==> config.mk <==
export PLATFORM = sky130hd
export DESIGN_NAME = load_store_unit
export DESIGN_NICKNAME = d
export VERILOG_FILES = /design/src/rtl/lsu_pkg.sv /design/src/rtl/lsu_load_align.sv /design/src/rtl/load_store_unit.sv
export SDC_FILE = /design/constraint.sdc
export NUM_CORES = 1
export LEC_CHECK = 0
export ABC_AREA = 1
export CAP_MARGIN = 10
export CORE_MARGIN = 8
export CORE_UTILIZATION = 40
export DETAILED_ROUTE_END_ITERATION = 7
export HOLD_SLACK_MARGIN = 0.08
export MAX_ROUTING_LAYER = met4
export PLACE_DENSITY = 0.76
export SLEW_MARGIN = 20
export SYNTH_ARGS = -nofsm -noshare
export SYNTH_HDL_FRONTEND = slang
export SYNTH_SLANG_ARGS = --single-unit
export TNS_END_PERCENT = 10
==> constraint.sdc <==
create_clock -name clk -period 2.8 [get_ports clk]
set_input_delay 0.56 -clock clk [delete_from_list [all_inputs] [get_ports clk]]
set_output_delay 0.56 -clock clk [all_outputs]
set_load 0.01 [all_outputs]
==> src/rtl/lsu_pkg.sv <==
// Shared definitions for the load/store unit: state encoding, funct3 codes,
// error causes and small decode helpers.
package lsu_pkg;

    localparam logic [2:0] ST_IDLE    = 3'd0;
    localparam logic [2:0] ST_LOAD0   = 3'd1;
    localparam logic [2:0] ST_LOAD1   = 3'd2;
    localparam logic [2:0] ST_STORE   = 3'd3;
    localparam logic [2:0] ST_STORE_B = 3'd4;
    localparam logic [2:0] ST_RESP    = 3'd5;

    localparam logic [2:0] F3_LB  = 3'b000;
    localparam logic [2:0] F3_LH  = 3'b001;
    localparam logic [2:0] F3_LW  = 3'b010;
    localparam logic [2:0] F3_LBU = 3'b100;
    localparam logic [2:0] F3_LHU = 3'b101;
    localparam logic [2:0] F3_SB  = 3'b000;
    localparam logic [2:0] F3_SH  = 3'b001;
    localparam logic [2:0] F3_SW  = 3'b010;

    localparam logic [1:0] CAUSE_BAD_F3   = 2'b00;
    localparam logic [1:0] CAUSE_LD_MISAL = 2'b01;
    localparam logic [1:0] CAUSE_ST_MISAL = 2'b10;
    localparam logic [1:0] CAUSE_FAULT    = 2'b11;

    typedef struct packed {
        logic        we;
        logic [2:0]  funct3;
        logic [31:0] addr;
        logic [31:0] wdata;
    } lsu_req_t;

    // Access size minus one; doubles as the alignment mask for the offset.
    function automatic logic [1:0] access_size_m1(input logic [2:0] funct3);
        case (funct3[1:0])
            2'b00:   return 2'd0;
            2'b01:   return 2'd1;
            default: return 2'd3;
        endcase
    endfunction

    function automatic logic funct3_valid(input logic we, input logic [2:0] funct3);
        if (we)
            return (funct3 == F3_SB) || (funct3 == F3_SH) || (funct3 == F3_SW);
        return (funct3 == F3_LB) || (funct3 == F3_LH) || (funct3 == F3_LW) ||
               (funct3 == F3_LBU) || (funct3 == F3_LHU);
    endfunction

endpackage

==> src/rtl/lsu_load_align.sv <==
// Byte-lane extraction and sign/zero extension of load data taken from the
// little-endian pair {word1, word0} starting at byte offset 'offset'.
module lsu_load_align
    import lsu_pkg::*;
(
    input  logic [31:0] word0,
    input  logic [23:0] word1,   // only bytes 4..6 can ever be reached
    input  logic [1:0]  offset,
    input  logic [2:0]  funct3,
    output logic [31:0] data
);

    logic [55:0] pair;
    logic [31:0] lane [4];
    logic [31:0] shifted;

    assign pair = {word1, word0};

    generate
        for (genvar gi = 0; gi < 4; gi++) begin : g_lane
            assign lane[gi] = pair[gi*8 +: 32];
        end
    endgenerate

    assign shifted = lane[offset];

    always_comb begin
        case (funct3)
            F3_LB:   data = {{24{shifted[7]}}, shifted[7:0]};
            F3_LH:   data = {{16{shifted[15]}}, shifted[15:0]};
            F3_LW:   data = shifted;
            F3_LBU:  data = {24'b0, shifted[7:0]};
            F3_LHU:  data = {16'b0, shifted[15:0]};
            default: data = '0;
        endcase
    end

endmodule

==> src/rtl/load_store_unit.sv <==
// Data-memory initiator: range/alignment checks, split accesses, load alignment.
// Define LSU_MISALIGNED_EN to split misaligned accesses instead of rejecting them.
module load_store_unit
    import lsu_pkg::*;
#(
    parameter logic [31:0] DMEM_BASE = 32'h0000_0000,
    parameter int unsigned DMEM_SIZE = 4096
) (
    input  logic        clk,
    input  logic        reset,
    input  logic        req_valid,
    output logic        req_ready,
    input  logic        req_we,
    input  logic [2:0]  req_funct3,
    input  logic [31:0] req_addr,
    input  logic [31:0] req_wdata,
    output logic        rsp_valid,
    output logic [31:0] rsp_rdata,
    output logic        rsp_err,
    output logic [1:0]  rsp_cause,
    output logic [31:0] mem_addr,
    output logic [31:0] mem_write_data,
    output logic        mem_read,
    output logic        mem_write,
    output logic [2:0]  mem_funct3,
    input  logic [31:0] mem_read_data
);

    logic [2:0]  state_reg, state_next;
    lsu_req_t    req_reg, req_next;
    logic [1:0]  byte_cnt_reg, byte_cnt_next;
    logic [31:0] rdata_reg, rdata_next;
    logic        err_reg, err_next;
    logic [1:0]  cause_reg, cause_next;
`ifdef LSU_MISALIGNED_EN
    logic [31:0] word0_reg, word0_next;
    logic        ld_spans;
`endif

    // Decode of the request being presented in IDLE.
    logic [1:0]  in_size_m1;
    logic [32:0] in_rel;
    logic [32:0] in_end_rel;
    logic        in_f3_ok;
    logic        in_fault;
    logic        in_single_store;
`ifndef LSU_MISALIGNED_EN
    logic        in_misal;
`endif

    assign in_size_m1 = access_size_m1(req_funct3);
    assign in_f3_ok   = funct3_valid(req_we, req_funct3);
    // Borrow flags addr < base; exact 33-bit end offset also covers 32-bit wrap.
    assign in_rel     = {1'b0, req_addr} - {1'b0, DMEM_BASE};
    assign in_end_rel = {1'b0, in_rel[31:0]} + {31'b0, in_size_m1};
    assign in_fault   = in_rel[32] || (in_end_rel > (33'(DMEM_SIZE) - 33'd1));
    assign in_single_store = (req_funct3 == F3_SB) || (req_addr[1:0] == 2'b00);
`ifndef LSU_MISALIGNED_EN
    assign in_misal   = (req_addr[1:0] & in_size_m1) != 2'b00;
`endif

    logic [31:0] word_addr;
    logic [7:0]  store_byte;
    logic [31:0] align_word0;
    logic [23:0] align_word1;
    logic [31:0] align_data;

    assign word_addr  = {req_reg.addr[31:2], 2'b00};
    assign store_byte = req_reg.wdata[{byte_cnt_reg, 3'b000} +: 8];

`ifdef LSU_MISALIGNED_EN
    assign ld_spans    = ({1'b0, req_reg.addr[1:0]} + {1'b0, access_size_m1(req_reg.funct3)}) > 3'd3;
    assign align_word0 = (state_reg == ST_LOAD1) ? word0_reg : mem_read_data;
    assign align_word1 = (state_reg == ST_LOAD1) ? mem_read_data[23:0] : 24'b0;
`else
    assign align_word0 = mem_read_data;
    assign align_word1 = 24'b0;
`endif

    lsu_load_align u_align (
        .word0  (align_word0),
        .word1  (align_word1),
        .offset (req_reg.addr[1:0]),
        .funct3 (req_reg.funct3),
        .data   (align_data)
    );

    always_comb begin
        state_next     = state_reg;
        req_next       = req_reg;
        byte_cnt_next  = byte_cnt_reg;
        rdata_next     = rdata_reg;
        err_next       = err_reg;
        cause_next     = cause_reg;
`ifdef LSU_MISALIGNED_EN
        word0_next     = word0_reg;
`endif
        mem_addr       = '0;
        mem_write_data = '0;
        mem_read       = 1'b0;
        mem_write      = 1'b0;
        mem_funct3     = '0;

        case (state_reg)
            ST_IDLE: begin
                if (req_valid) begin
                    req_next      = '{we: req_we, funct3: req_funct3, addr: req_addr, wdata: req_wdata};
                    byte_cnt_next = '0;
                    rdata_next    = '0;
                    err_next      = 1'b1;
                    state_next    = ST_RESP;
                    if (!in_f3_ok)
                        cause_next = CAUSE_BAD_F3;
                    else if (in_fault)
                        cause_next = CAUSE_FAULT;
`ifndef LSU_MISALIGNED_EN
                    else if (in_misal)
                        cause_next = req_we ? CAUSE_ST_MISAL : CAUSE_LD_MISAL;
`endif
                    else begin
                        err_next   = 1'b0;
                        cause_next = '0;
                        if (!req_we)
                            state_next = ST_LOAD0;
                        else if (in_single_store)
                            state_next = ST_STORE;
                        else
                            state_next = ST_STORE_B;
                    end
                end
            end
            ST_LOAD0: begin
                mem_read   = 1'b1;
                mem_funct3 = F3_LW;
                mem_addr   = word_addr;
`ifdef LSU_MISALIGNED_EN
                word0_next = mem_read_data;
                if (ld_spans) begin
                    state_next = ST_LOAD1;
                end else begin
                    rdata_next = align_data;
                    state_next = ST_RESP;
                end
`else
                rdata_next = align_data;
                state_next = ST_RESP;
`endif
            end
`ifdef LSU_MISALIGNED_EN
            ST_LOAD1: begin
                mem_read   = 1'b1;
                mem_funct3 = F3_LW;
                mem_addr   = word_addr + 32'd4;
                rdata_next = align_data;
                state_next = ST_RESP;
            end
`endif
            ST_STORE: begin
                mem_write      = 1'b1;
                mem_funct3     = req_reg.funct3;
                mem_addr       = req_reg.addr;
                mem_write_data = req_reg.wdata;
                state_next     = ST_RESP;
            end
            // One byte store per cycle; byte k of wdata goes to addr+k.
            ST_STORE_B: begin
                mem_write      = 1'b1;
                mem_funct3     = F3_SB;
                mem_addr       = req_reg.addr + {30'b0, byte_cnt_reg};
                mem_write_data = {24'b0, store_byte};
                if (byte_cnt_reg == access_size_m1(req_reg.funct3))
                    state_next = ST_RESP;
                else
                    byte_cnt_next = byte_cnt_reg + 2'd1;
            end
            ST_RESP: state_next = ST_IDLE;
            default: state_next = ST_IDLE;
        endcase
    end

    always_ff @(posedge clk) begin
        if (reset) begin
            state_reg    <= ST_IDLE;
            req_reg      <= '0;
            byte_cnt_reg <= '0;
            rdata_reg    <= '0;
            err_reg      <= 1'b0;
            cause_reg    <= '0;
`ifdef LSU_MISALIGNED_EN
            word0_reg    <= '0;
`endif
        end else begin
            state_reg    <= state_next;
            req_reg      <= req_next;
            byte_cnt_reg <= byte_cnt_next;
            rdata_reg    <= rdata_next;
            err_reg      <= err_next;
            cause_reg    <= cause_next;
`ifdef LSU_MISALIGNED_EN
            word0_reg    <= word0_next;
`endif
        end
    end

    assign req_ready = (state_reg == ST_IDLE);
    assign rsp_valid = (state_reg == ST_RESP);
    assign rsp_rdata = rsp_valid ? rdata_reg : 32'b0;
    assign rsp_err   = rsp_valid && err_reg;
    assign rsp_cause = rsp_valid ? cause_reg : 2'b00;

endmodule

=== Yosys cells after proc, flatten, opt, wreduce, memory -nomap -nowiden ===
Cells that the tools add are included.

* Register bits: 107
* Bits of input ports: 103
* Output and inout bits: 106

* Add/subtract/negate cells: 3
* Magnitude comparators: 2
* Equal/unequal tests: 18
* Shift operators: 1
* Multiplexer cells: 37
* Bitwise gates (word level): 2
* Reduce and logical (&&, ||, !) cells: 21

{| class="wikitable"
|+ Operator list
! kind !! count
|-
| $pmux 32 s5 || 1
|-
| $mux 32 || 4
|-
| $pmux 32 s2 || 2
|-
| $pmux 32 s3 || 1
|-
| $bmux 32 s2 || 1
|-
| $add 32x2->33 || 1
|-
| $gt 33x12->1 const B || 1
|-
| $add 32x2->32 || 1
|-
| $shiftx 32x6->8 || 1
|-
| $mux 3 || 7
|-
| $eq 3x3->1 const B || 6
|-
| $mux 2 || 8
|-
| $pmux 2 s2 || 3
|-
| $eq 3x1->1 const B || 3
|-
| $eq 3x2->1 const B || 3
|-
| $logic_not 3->1 || 3
|-
| $pmux 3 s3 || 1
|-
| $mux 1 || 8
|-
| $logic_not 2->1 || 3
|-
| $ne 2x2->1 const B || 3
|-
| $pmux 3 s2 || 1
|-
| $reduce_and 2->1 || 3
|-
| $reduce_bool 2->1 || 3
|-
| $logic_or 1x1->1 || 5
|-
| 9 further kinds || 11
|}

=== Depth between registers and ports, before layout ===
Gate-level depths: netlist of the first run.

* Depth after elaboration: 9
* Depth in mapped cells: 20
* Depth with buffers taken out: 20

=== Cells and area by module ===
Synthesis of the first run repeated with hierarchy kept, for this count alone.

* Cells, all modules: 1401
* Area, all modules: 8049.0 sq um

{| class="wikitable"
|+ By module, submodules not included
! module !! times used !! cells each !! area each (sq um) !! seq. area each (sq um)
|-
| load_store_unit || 1 || 1088 || 6621.4 || 2142.1
|-
| lsu_load_align || 1 || 313 || 1427.6 || 0.0
|}

=== Worst setup path before layout of the first run ===
No wires, ideal clock.

* Kind: reg2out
* From: reg req_reg[33] (netlist bit)
* To: out mem_addr[26]
* Arrival: 2.541 ns
* Data required time: 2.240 ns
* Path slack: -0.301 ns
* Cell stages (with the launch flop): 16
* Path buffers: 2
* Path through: dfxtp_1 -> buf_2 -> inv_2 -> buf_1 -> fa_1 -> inv_1 -> nand4_1 -> nor2_2 -> nand3_1 -> nor2_1 -> inv_1 -> nor2_1 -> nand2_1 -> inv_1 -> a21oi_1 -> o32ai_1

* Cells in the longest elaborated chain, start to end: 2

{| class="wikitable"
|+ RTL lines
! element !! line !! text
|-
| from (decl) || load_store_unit.sv:30 || <nowiki>lsu_req_t req_reg, req_next;</nowiki>
|-
| from (signal assigned) || load_store_unit.sv:194 || <nowiki>req_reg <= req_next;</nowiki>
|-
| $add 32x2->32 || load_store_unit.sv:169 || <nowiki>mem_addr = req_reg.addr + {30'b0, byte_cnt_reg};</nowiki>
|-
| $pmux 32 s3 || load_store_unit.sv:104 || <nowiki>case (state_reg)</nowiki>
|-
| to (decl) || load_store_unit.sv:21 || <nowiki>output logic [31:0] mem_addr,</nowiki>
|}

Every way passes these cells.

=== Final worst setup path of the first run ===
* From: reg req_reg[32] (netlist bit)
* To: out mem_addr[18]

The elaborated chain is that of the path after synthesis.

==> results.yml, run 1 <==
run_status:
  status: "complete, but fails checks"
  violations: "negative setup slack"
synth:
  synth_adder_area_share_pct: 1.262
  yosys.area.top_type_share_pct: 30.01
  synth_area_leaders: "dfxtp_1, nand2_1, o21ai_0, a21oi_1, inv_1"
  yosysSeqAreaShare_pct: 30.01
  synth-seq-cells: 107
  synthMuxAreaShare_pct: 0.1403
  synth-edff-count: 0
  yosysWarnings: 0
  async_flop_share_pct: 0
  synth_top_family_by_area: "simple AND/OR/NAND/NOR gates"
  synth_compound_area_share_pct: 24.77
  synth_nets: 1302
  yosysTopAreaCell: "dfxtp_1"
  synth_xor_area_share_pct: 0.8590
  synth.distinct_cells: 45
  synth_top_flop_cell: "dfxtp_1"
  synth_area_sq_mm: 0.007137
  synth_simple_gate_area_share_pct: 30.66
  syn_area_per_cell_sq_um: 5.982
  synth_cells: 1193
setup_path:
  crit_fanout: 2
  crit_top_cell: "nor2_2"
  endpoint_kind: "output pin"
  cp.depth: 16
  crit_required_ns: 2.24
  r2r_cells: 9
  cp_num_buf_inv: 3
  crit_family: "simple AND/OR/NAND/NOR gates"
  crit_path_cell_trace: "ha_4 -> inv_2 -> fa_2 -> inv_2 -> nand4_1 -> nor2_2 -> nand3_2 -> nor2_2 -> nand2_1 -> nor3_2 -> nand3_1 -> nor2_2 -> a21oi_1 -> o21ai_1 -> o21ai_1 -> buf_2"
  rr_endpoint: "rdata_reg[18]"
  arrival_ns: 2.89
  slowest_stage: "dfxtp_2"
  worstSetupPathType: "reg2out"
  r2r-start: "req_reg[32]"
  regToRegSetupSlack_ns: 0.43
  max_stage_delay_ns: 0.37
  worst_setup_path_start_kind: "register"
hold_path:
  hp-class: "reg2reg"
  min_delay_worst_endpoint: "req_reg[0]"
  hold_path_depth: 2
  hold_path.startpoint: "req_reg[0]"
placed_design:
  gp_congestion: 0.9048
  hpwlAfterDp_um: 19690
  dp_slack_ns: -0.7487
  port_buffers: 208
  placed_cells: 1662
timing:
  rsz0062_at_grt: "yes"
  fin_skew_ns: 0.01053
  final_max_slew_viol_count: 0
  setup_viol: 34
  fin_crit_sh_pct: 123.1
  finalSetupTns_ns: -10.88
  hold_violations: 0
  layout_min_cycle_time_ns: 3.448
  tightest_slew_ns: 0.7808
  layout_setup_ws_ns: -0.6481
  max_freq_mhz: 290.0
  relSlewSlack_pct: 47.77
power:
  power_leakage_nw: 4.206
  worst_ir_drop_vdd_uv: 313.7
  powerDensity_mw_per_mm2: 595.5
detailed_routing:
  dr.pass1.iters: 5
  wl_per_cell_um: 15.64
  drt_iter0_markers: 762
  route.detailed.drc: 0
  via_per_inst: 5.175
  routed_wl_um: 26590
  vias: 8797
  final_antenna_net_count: 0
cts:
  cts_sinks: 107
  clkSlewWorstSetupHoldPaths_ns: 0.08
  cts_buffers: 9
  cts_tree: "built"
  clkLatencyLatePin_ns: 0.36
  root_buffer: "clkbuf_16"
  htreeDepth: 3
  clock_path_buffers: 2
finish:
  multiInputGateArea_sq_mm: 0.004423
  seqCellArea_sq_mm: 0.002150
  nets: 1574
  num-fill-cells: 1659
  instances_no_fill: 1700
  area_growth_pct: 49.74
  drive_above_1_share_pct: 17.62
  largest_reg_flops: 67
global_route:
  grt_pass1_wl_um: 41340
  antenna_found_initial: 1
  grt_pass1_vias: 8248
  track_usage_pct: 23.53
  grt.overflow.total: 0
  grt_max_degree: 58
floorplan:
  dieArea_sq_mm: 0.02237
  die_h_um: 149.6
  top_level_ports: 209
  rows: 49
  initial_utilization_pct: 40.28
  core_area_sq_mm: 0.01772
  die_w_um: 149.6
flow_run:
  maxCapViolCount: 0
==> layout make-up <==
cell class / instances / area share [%]
Antenna cell: 1 / 0.02342
Multi-Input combinational cell: 856 / 41.39
Timing Repair Buffer: 323 / 27.22
Tap cell: 229 / 2.681
Sequential cell: 107 / 20.11
Clock buffer: 12 / 2.307
Clock inverter: 4 / 0.3161
Inverter: 168 / 5.948
==> cell usage in the layout, fill, tap and decap left out, types with 10 or more instances in the layout <==
cell / synthesis / final
o21ai_0: 160 / 145
o21ai_1: 2 / 14
clkdlybuf4s50_1: 0 / 176
nand3_1: 47 / 43
buf_2: 7 / 20
nand2_2: 4 / 13
inv_2: 4 / 10
nand3b_1: 10 / 10
dfxtp_1: 107 / 103
nand2_1: 239 / 229
inv_1: 162 / 155
nand4_1: 10 / 10
nor2_2: 21 / 30
nor3_1: 15 / 12
nor2_1: 150 / 136
a21oi_1: 132 / 129
buf_4: 1 / 107
==> layer usage <==
layer  vias up  wire length [um]  track usage, %
li1       4433                 -               -
met1      3950             11030           28.20
met2       358             12590           38.51
met3        56              2029           2.933
met4         0               943           11.36
met5         -                 0               -
==> how the worst max path moves through the flow <==
stage / start / end / slack (ns)
floorplan: req_reg[33] / mem_addr[26] / -0.05
global placement: req_reg[32] / mem_addr[26] / -0.63
detailed placement: req_reg[32] / mem_addr[26] / -0.75
CTS: req_reg[32] / mem_addr[18] / -0.59
global route: req_reg[32] / mem_addr[18] / -0.78
finish: req_reg[32] / mem_addr[18] / -0.65
==> power breakdown <==
group	internal, mW	switching [mW]	total [mW]
Sequential	1.87	0.199	2.07
Clock	0.638	0.615	1.25
Combinational	1.17	1.88	3.04
==> Yosys cell counts, types with 2 or more instances <==
library cell and instances:
inv_1 162, clkbuf_1 51, o22ai_1 4, a31oi_1 5, nand3_1 47, ha_1 4, o21ai_0 160, nand2_1 239
a21oi_1 132, or2_2 2, nand2_2 4, nor2_2 21, buf_2 7, nor2_4 4, nor3_1 15, fa_1 2
o32ai_1 12, nand4_1 10, o211ai_1 6, xor2_1 4, nor2_1 150, nand3b_1 10, o21ai_1 2, dfxtp_1 107
clkinv_1 2, inv_2 4, nor4_1 6, xnor2_1 3, buf_1 2
==> kinds of logic after synthesis <==
logic type / after synthesis
XOR/XNOR: 7
flip-flops: 107
buffers and inverters: 230
adder cells (fa/ha/maj): 6
multiplexers: 1
AO/OA/AOI/OAI: 331
AND/OR/NAND/NOR: 511
==> worst register-to-register path, delay by kind of cell (launching register included) <==
family | cells | cell delay (ns)
compound gates | 4 | 0.89
buf+inv | 3 | 0.65
simple gates | 2 | 0.42
flops | 1 | 0.34
==> timing repair <==
action / CTS / global route
resized for setup: 174 / 25
hold buffers: 0 / 0
setup buffers: 15 / 7
endpoints found under the setup margin: 47 / 46
pin swaps: 19 / 17
==> per-stage QoR <==
| stage | area [sq um] | power (mW) | hold WS (ns) | util (%) |
|---|---|---|---|---|
| 2_1_floorplan | 7202 | 3.802 | 0.4354 | - |
| 3_3_place_gp | 10040 | 4.970 | 0.4452 | 56.65 |
| 3_5_place_dp | 10040 | 5.027 | 0.4514 | 56.65 |
| 4_1_cts | 10550 | 6.297 | 0.4625 | 59.52 |
| 5_1_grt | 10690 | 6.808 | 0.4815 | 60.31 |
| 6_report | 10690 | 6.364 | 0.4596 | 60.31 |
(Power assumes the default switching activity.)
==> run 2: changes to the inputs <==
- ABC_AREA: 1 -> not set
- PLACE_DENSITY: 0.76 -> 0.77
==> run 2 against run 1 <==
  * The flow still finishes with violations (negative setup slack)
  * Cell count decreased by 19%
  * Sequential power fell by 17%
  * Global-route usage decreased by 0.83 points
  * Clock skew shrank 0.0015 ns
  * Register-to-register slack better by 0.20 ns
  * Synthesized cell count shrank 23%
  * Core utilization down 0.096 points
  * Hold slack got worse by 0.0084 ns
  * Area after synthesis shrank 7.7%
  * Sequential share of layout area increased by 1.8 points
  * Cell area fell by 7.9%
==> results.yml, run 2 <==
power:
  internal-power_mw: 2.758
  p_comb_share_pct: 27.1
  p_switching_mw: 1.273
  powerDensity_mw_per_mm2: 409.5
  worst_ir_drop_vdd_uv: 314.2
  power_leakage_nw: 3.847
  power_mw: 4.031
  p_seq_share_pct: 42.5
  switching_share_pct: 31.58
  power_frac_clock_pct: 30.4
cts:
  clock_path_buffers: 2
  clkSlewWorstSetupHoldPaths_ns: 0.07
  cts_tree: "built"
  htreeDepth: 3
  cts_sinks: 107
  clkLatencyLatePin_ns: 0.35
  cts_hold_buf: 0
  cts_buffers: 9
  root_buffer: "clkbuf_16"
detailed_routing:
  routed_wl_um: 23930
  route.detailed.drc: 0
  dr.pass1.iters: 5
  final_antenna_net_count: 0
  via_per_inst: 5.481
  vias: 7586
  wl_per_cell_um: 17.29
  drt_iter0_markers: 621
finish:
  num-fill-cells: 1476
  mostFrequentLayoutCell: "nand2_1"
  nets: 1268
  drive_above_1_share_pct: 18.13
  largest_reg_flops: 67
  n_antenna_cell: 0
  final_cell_mix: "nand2_1, clkdlybuf4s50_1, dfxtp_1"
  instances_no_fill: 1384
  multiInputGateArea_sq_mm: 0.004393
  seqCellArea_sq_mm: 0.002153
  area_growth_pct: 49.44
timing:
  rsz0062_at_grt: "yes"
  max_freq_mhz: 327.6
  fin_crit_sh_pct: 109.0
  hold_violations: 0
  tightest_slew_ns: 0.7207
  setup_viol: 23
  layout_min_cycle_time_ns: 3.053
  layout_setup_ws_ns: -0.2527
  final_max_slew_viol_count: 0
  finalSetupTns_ns: -3.165
  relSlewSlack_pct: 51.95
  fin_skew_ns: 0.009045
floorplan:
  die_w_um: 144.3
  core_area_sq_mm: 0.01635
  rows: 47
  die_h_um: 144.3
  initial_utilization_pct: 40.30
  top_level_ports: 209
  dieArea_sq_mm: 0.02083
setup_path:
  crit_required_ns: 2.24
  worstSetupPathType: "reg2out"
  arrival_ns: 2.49
  crit_path_cell_trace: "nand4_1 -> or4_4 -> nor4_4 -> and3_1 -> and3_4 -> a31oi_1 -> o21ai_1 -> o21ai_2 -> buf_2"
  regToRegSetupSlack_ns: 0.63
  slowest_stage: "or4_4"
  endpoint_kind: "output pin"
  max_stage_delay_ns: 0.58
  crit_fanout: 4
  worst_setup_path_start_kind: "register"
placed_design:
  hpwlAfterDp_um: 17760
  port_buffers: 208
  dp_slack_ns: -0.6641
  gp_congestion: 0.9183
  placed_cells: 1364
synth:
  post-synth-top-count-cell: "nand2_1"
  synth_commonest_cells: "nand2_1, dfxtp_1, a21oi_1"
  synth-seq-cells: 107
  yosysWarnings: 0
  synth_area_leaders: "dfxtp_1, nand2_1, a21oi_1, nor2_1, and2_1"
  yosysTopAreaCell: "dfxtp_1"
  synth.distinct_cells: 65
  synth_nets: 1023
  yosys.area.top_type_share_pct: 32.52
  synth_cells: 914
  async_flop_share_pct: 0
  synth-edff-count: 0
  syn_area_per_cell_sq_um: 7.207
  yosysSeqAreaShare_pct: 32.52
  synth_area_sq_mm: 0.006588
  synth_top_flop_cell: "dfxtp_1"
global_route:
  grt_max_degree: 70
  grt_pass1_wl_um: 36880
  track_usage_pct: 22.70
  antenna_found_initial: 0
  grt.overflow.total: 0
  grt_pass1_vias: 7113
flow_run:
  maxCapViolCount: 0
hold_path:
  hp-class: "reg2reg"
run_status:
  violations: "negative setup slack"
  status: "complete, but fails checks"
==> run 2: changes by cell type in the layout (fill, tap and decap cells not counted), sizes merged, moves of 36 or more <==
| cell | change |
|---|---|
| inv | -158 |
| and2 | +39 |
| and3 | +36 |
| o21ai | -91 |
| a21oi | -42 |
| nor2 | -102 |
==> run 2: cell families (layout without fill, tap and decap cells) <==
logic type	Yosys count	in the layout	synth area share [%]
flip-flops	107	107	32.52
XOR/XNOR	4	4	0.5319
AO/OA/AOI/OAI	251	251	23.21
multiplexers	32	32	6.420
AND/OR/NAND/NOR	438	438	31.30
adder cells (fa/ha/maj)	6	6	1.368
buffers and inverters	76	326	4.653
==> run 2: power groups by stage <==
stage               Combinational (mW)  Sequential, mW  Clock (mW)
floorplan                        0.581            1.72           0
global placement                  1.06            1.74           0
detailed placement                1.07            1.74           0
CTS                               1.08            1.71        1.25
global route                      1.19            1.73        1.32
finish                            1.09            1.71        1.23
==> run 2: area by class of cell <==
class / instances / share of cell area [%]
Tap cell: 220 / 2.796
Multi-Input combinational cell: 731 / 44.62
Timing Repair Buffer: 302 / 27.50
Clock buffer: 10 / 2.428
Sequential cell: 107 / 21.87
Clock inverter: 6 / 0.4703
Inverter: 8 / 0.3050
==> run 2: timing repair <==
action,CTS,global route
setup endpoints to repair,36,37
resized for setup,152,19
hold endpoints to repair,0,0
buffers inserted,4,1
pin swaps,32,10
==> run 2: final timing paths <==
check	from	to	depth (start not counted)
max	req_reg[42]	mem_addr[31]	9
min	rdata_reg[16]	rdata_reg[16]	2
max reg2reg	req_reg[32]	rdata_reg[29]	11
min reg2reg	rdata_reg[16]	rdata_reg[16]	2
==> run 2: layer usage <==
metal / vias up / wire length, um / global-route usage, %
li1: 3707 / - / -
met4: 0 / 735 / 8.927
met2: 313 / 11330 / 36.33
met5: - / 0 / -
met1: 3521 / 10210 / 28.57
met3: 45 / 1650 / 3.037
==> run 2: critical path: cells and delay by family (launching register included) <==
family | cells | cell delay, ns
flip-flops | 1 | 0.33
buffers and inverters | 1 | 0.14
AND/OR/NAND/NOR | 5 | 1.32
AO/OA/AOI/OAI | 3 | 0.35
==> run 2: stage by stage <==
step / util [%] / hold WS, ns / instance area [sq um]
5_1_grt: 60.22 / 0.4735 / 9844
2_1_floorplan: - / 0.4317 / 6595
3_3_place_gp: 57.36 / 0.4375 / 9378
4_1_cts: 60.08 / 0.4574 / 9822
3_5_place_dp: 57.36 / 0.4462 / 9378
6_report: 60.22 / 0.4512 / 9844
==> run 3: changes to the inputs <==
==> constraint.sdc (replaced) <==
create_clock -name clk -period 2.8 [get_ports clk]
set_input_delay 0.28 -clock clk [delete_from_list [all_inputs] [get_ports clk]]
set_output_delay 0.28 -clock clk [all_outputs]
set_load 0.01 [all_outputs]
==> run 3 against run 2 <==
  * The run still ends with negative setup slack left
  * Clock-buffer cell count rose by 1
  * First-iteration DRC count rose by 8.4%
  * Maximum frequency rose by 0.83%
  * Combinational power barely moved
  * Largest cell class unchanged
  * Sequential power barely moved
  * Die area did not move
  * Non-clock buffer count fell by 7
  * Core utilization fell by 0.24 points
==> results.yml, run 3 (synthesis gave the netlist of run 2 again) <==
run_status:
  status: "complete, but fails checks"
  violations: "negative setup slack"
setup_path:
  endpoint_kind: "output pin"
  crit_path_cell_trace: "nand4_1 -> or4_4 -> nor4_4 -> buf_4 -> and3_4 -> and3_4 -> a31oi_1 -> o21ai_1 -> o21ai_2 -> clkbuf_2"
  r2r-start: "req_reg[33]"
  regToRegSetupSlack_ns: 0.67
  crit_required_ns: 2.52
  r2r_cells: 9
  rr_endpoint: "rdata_reg[22]"
  worstSetupPathType: "reg2out"
  slowest_stage: "or4_4"
  arrival_ns: 2.75
  max_stage_delay_ns: 0.59
  crit_fanout: 4
  crit_top_cell: "and3_4"
  worst_setup_path_start_kind: "register"
placed_design:
  gp_congestion: 0.9538
  hpwlAfterDp_um: 17710
  dp_slack_ns: -0.3438
  port_buffers: 208
  placed_cells: 1357
  dpl_cell_area_sq_mm: 0.009295
timing:
  tightest_slew_ns: 0.8010
  rsz0062_at_grt: "yes"
  fin_crit_sh_pct: 108.1
  layout_setup_ws_ns: -0.2276
  relSlewSlack_pct: 46.60
  fin_skew_ns: 0.006783
  layout_min_cycle_time_ns: 3.028
  max_freq_mhz: 330.3
  final_max_slew_viol_count: 0
  hold_violations: 0
  setup_viol: 10
detailed_routing:
  wl_met2_um: 11360
  wl_per_cell_um: 17.56
  final_antenna_net_count: 0
  drt_iter0_markers: 673
  routed_wl_um: 24200
  met3_length_um: 1743
  routedLengthMet1_um: 10240
  route.detailed.drc: 0
  dr.pass1.iters: 5
  highest_layer: "met4"
  via_per_inst: 5.567
  vias: 7672
floorplan:
  top_level_ports: 209
  rows: 47
  core_area_sq_mm: 0.01635
  die_w_um: 144.3
  dieArea_sq_mm: 0.02083
  die_h_um: 144.3
  initial_utilization_pct: 40.30
hold_path:
  hold_path.startpoint: "rdata_reg[17]"
  min_delay_worst_endpoint: "rdata_reg[17]"
  hp-class: "reg2reg"
  hold_path_depth: 2
global_route:
  track_usage_pct: 23.00
  grt_max_degree: 75
  grt_pass1_wl_um: 37220
  antenna_found_initial: 1
  grt.overflow.total: 0
  grt_pass1_vias: 6991
cts:
  htreeDepth: 3
  clkSlewWorstSetupHoldPaths_ns: 0.07
  cts_buffers: 9
  clock_path_buffers: 2
  cts_tree: "built"
  cts_sinks: 107
  clkLatencyLatePin_ns: 0.34
  cts_hold_buf: 0
  root_buffer: "clkbuf_16"
flow_run:
  maxCapViolCount: 0
finish:
  drive_above_1_share_pct: 15.38
  final_cell_mix: "nand2_1, clkdlybuf4s50_1, dfxtp_1"
  nets: 1261
  instances_no_fill: 1378
  final_core_util_pct: 59.98
  largest_reg_flops: 67
  design_area_sq_mm: 0.009806
  mostFrequentLayoutCell: "nand2_1"
  area_growth_pct: 48.85
power:
  worst_ir_drop_vdd_uv: 276.7
  power_mw: 4.246
  power_leakage_nw: 3.838
  powerDensity_mw_per_mm2: 433.1
[run 3: changes by cell type in the layout (fill, tap and decap cells not counted), sizes merged, moves of 3 or more]
| cell | before | now |
|---|---|---|
| clkdlybuf4s50 | 177 | 183 |
| clkbuf | 12 | 15 |
| dlygate4sd2 | 5 | 11 |
| bufinv | 0 | 3 |
| buf | 117 | 92 |
[run 3: how the worst max path moves through the flow]
stage	startpoint	to	slack, ns	cells past startpoint
2_1_floorplan	byte_cnt_reg[1]	mem_addr[30]	0.08	9
3_3_place_gp	req_funct3[0]	err_reg	-0.26	12
3_5_place_dp	req_funct3[0]	err_reg	-0.34	12
4_1_cts	req_reg[32]	mem_addr[31]	-0.19	12
5_1_grt	req_reg[42]	mem_addr[31]	-0.35	10
6_report	req_reg[42]	mem_addr[31]	-0.23	10
[run 3: timing repair]
action,CTS,global route
buffers inserted,2,2
pin swaps,7,17
resized for setup,55,36
endpoints found under the setup margin,23,28
[run 3: area by class of cell]
type / instances / area [sq um]
fill: 1522 / 6543
clock inverter: 5 / 100.1
clock buffer: 11 / 242.7
inverter: 8 / 30.03
sequential: 107 / 2151
antenna: 1 / 2.502
tap: 220 / 275.3
timing repair buffer: 295 / 2695
multi-input combinational: 731 / 4309
[run 3: layer usage]
metal | global-route usage, % | vias to the layer above
met5 | - | -
met4 | 10.84 | 0
met3 | 2.245 | 55
met2 | 35.34 | 337
met1 | 29.97 | 3582
li1 | - | 3698
[run 3: power by group]
part | internal [mW] | switching [mW] | total (mW)
registers | 1.63 | 0.0850 | 1.72
clock network | 0.897 | 0.563 | 1.46
logic | 0.479 | 0.591 | 1.07
[run 3: through the flow]
stage	hold WS, ns	TNS, ns
after floorplan	0.4160	0
after global placement	0.4377	-2.132
after detailed placement	0.4439	-2.953
after CTS	0.4537	-1.038
after global routing	0.4714	-2.683
final	0.4506	-1.240
[run 3: critical path, delay by kind of cell, from the launching register on]
family	cells	cell delay, ns
AO/OA/AOI/OAI	3	0.35
AND/OR/NAND/NOR	5	1.43
flip-flops	1	0.34
buffers and inverters	2	0.29
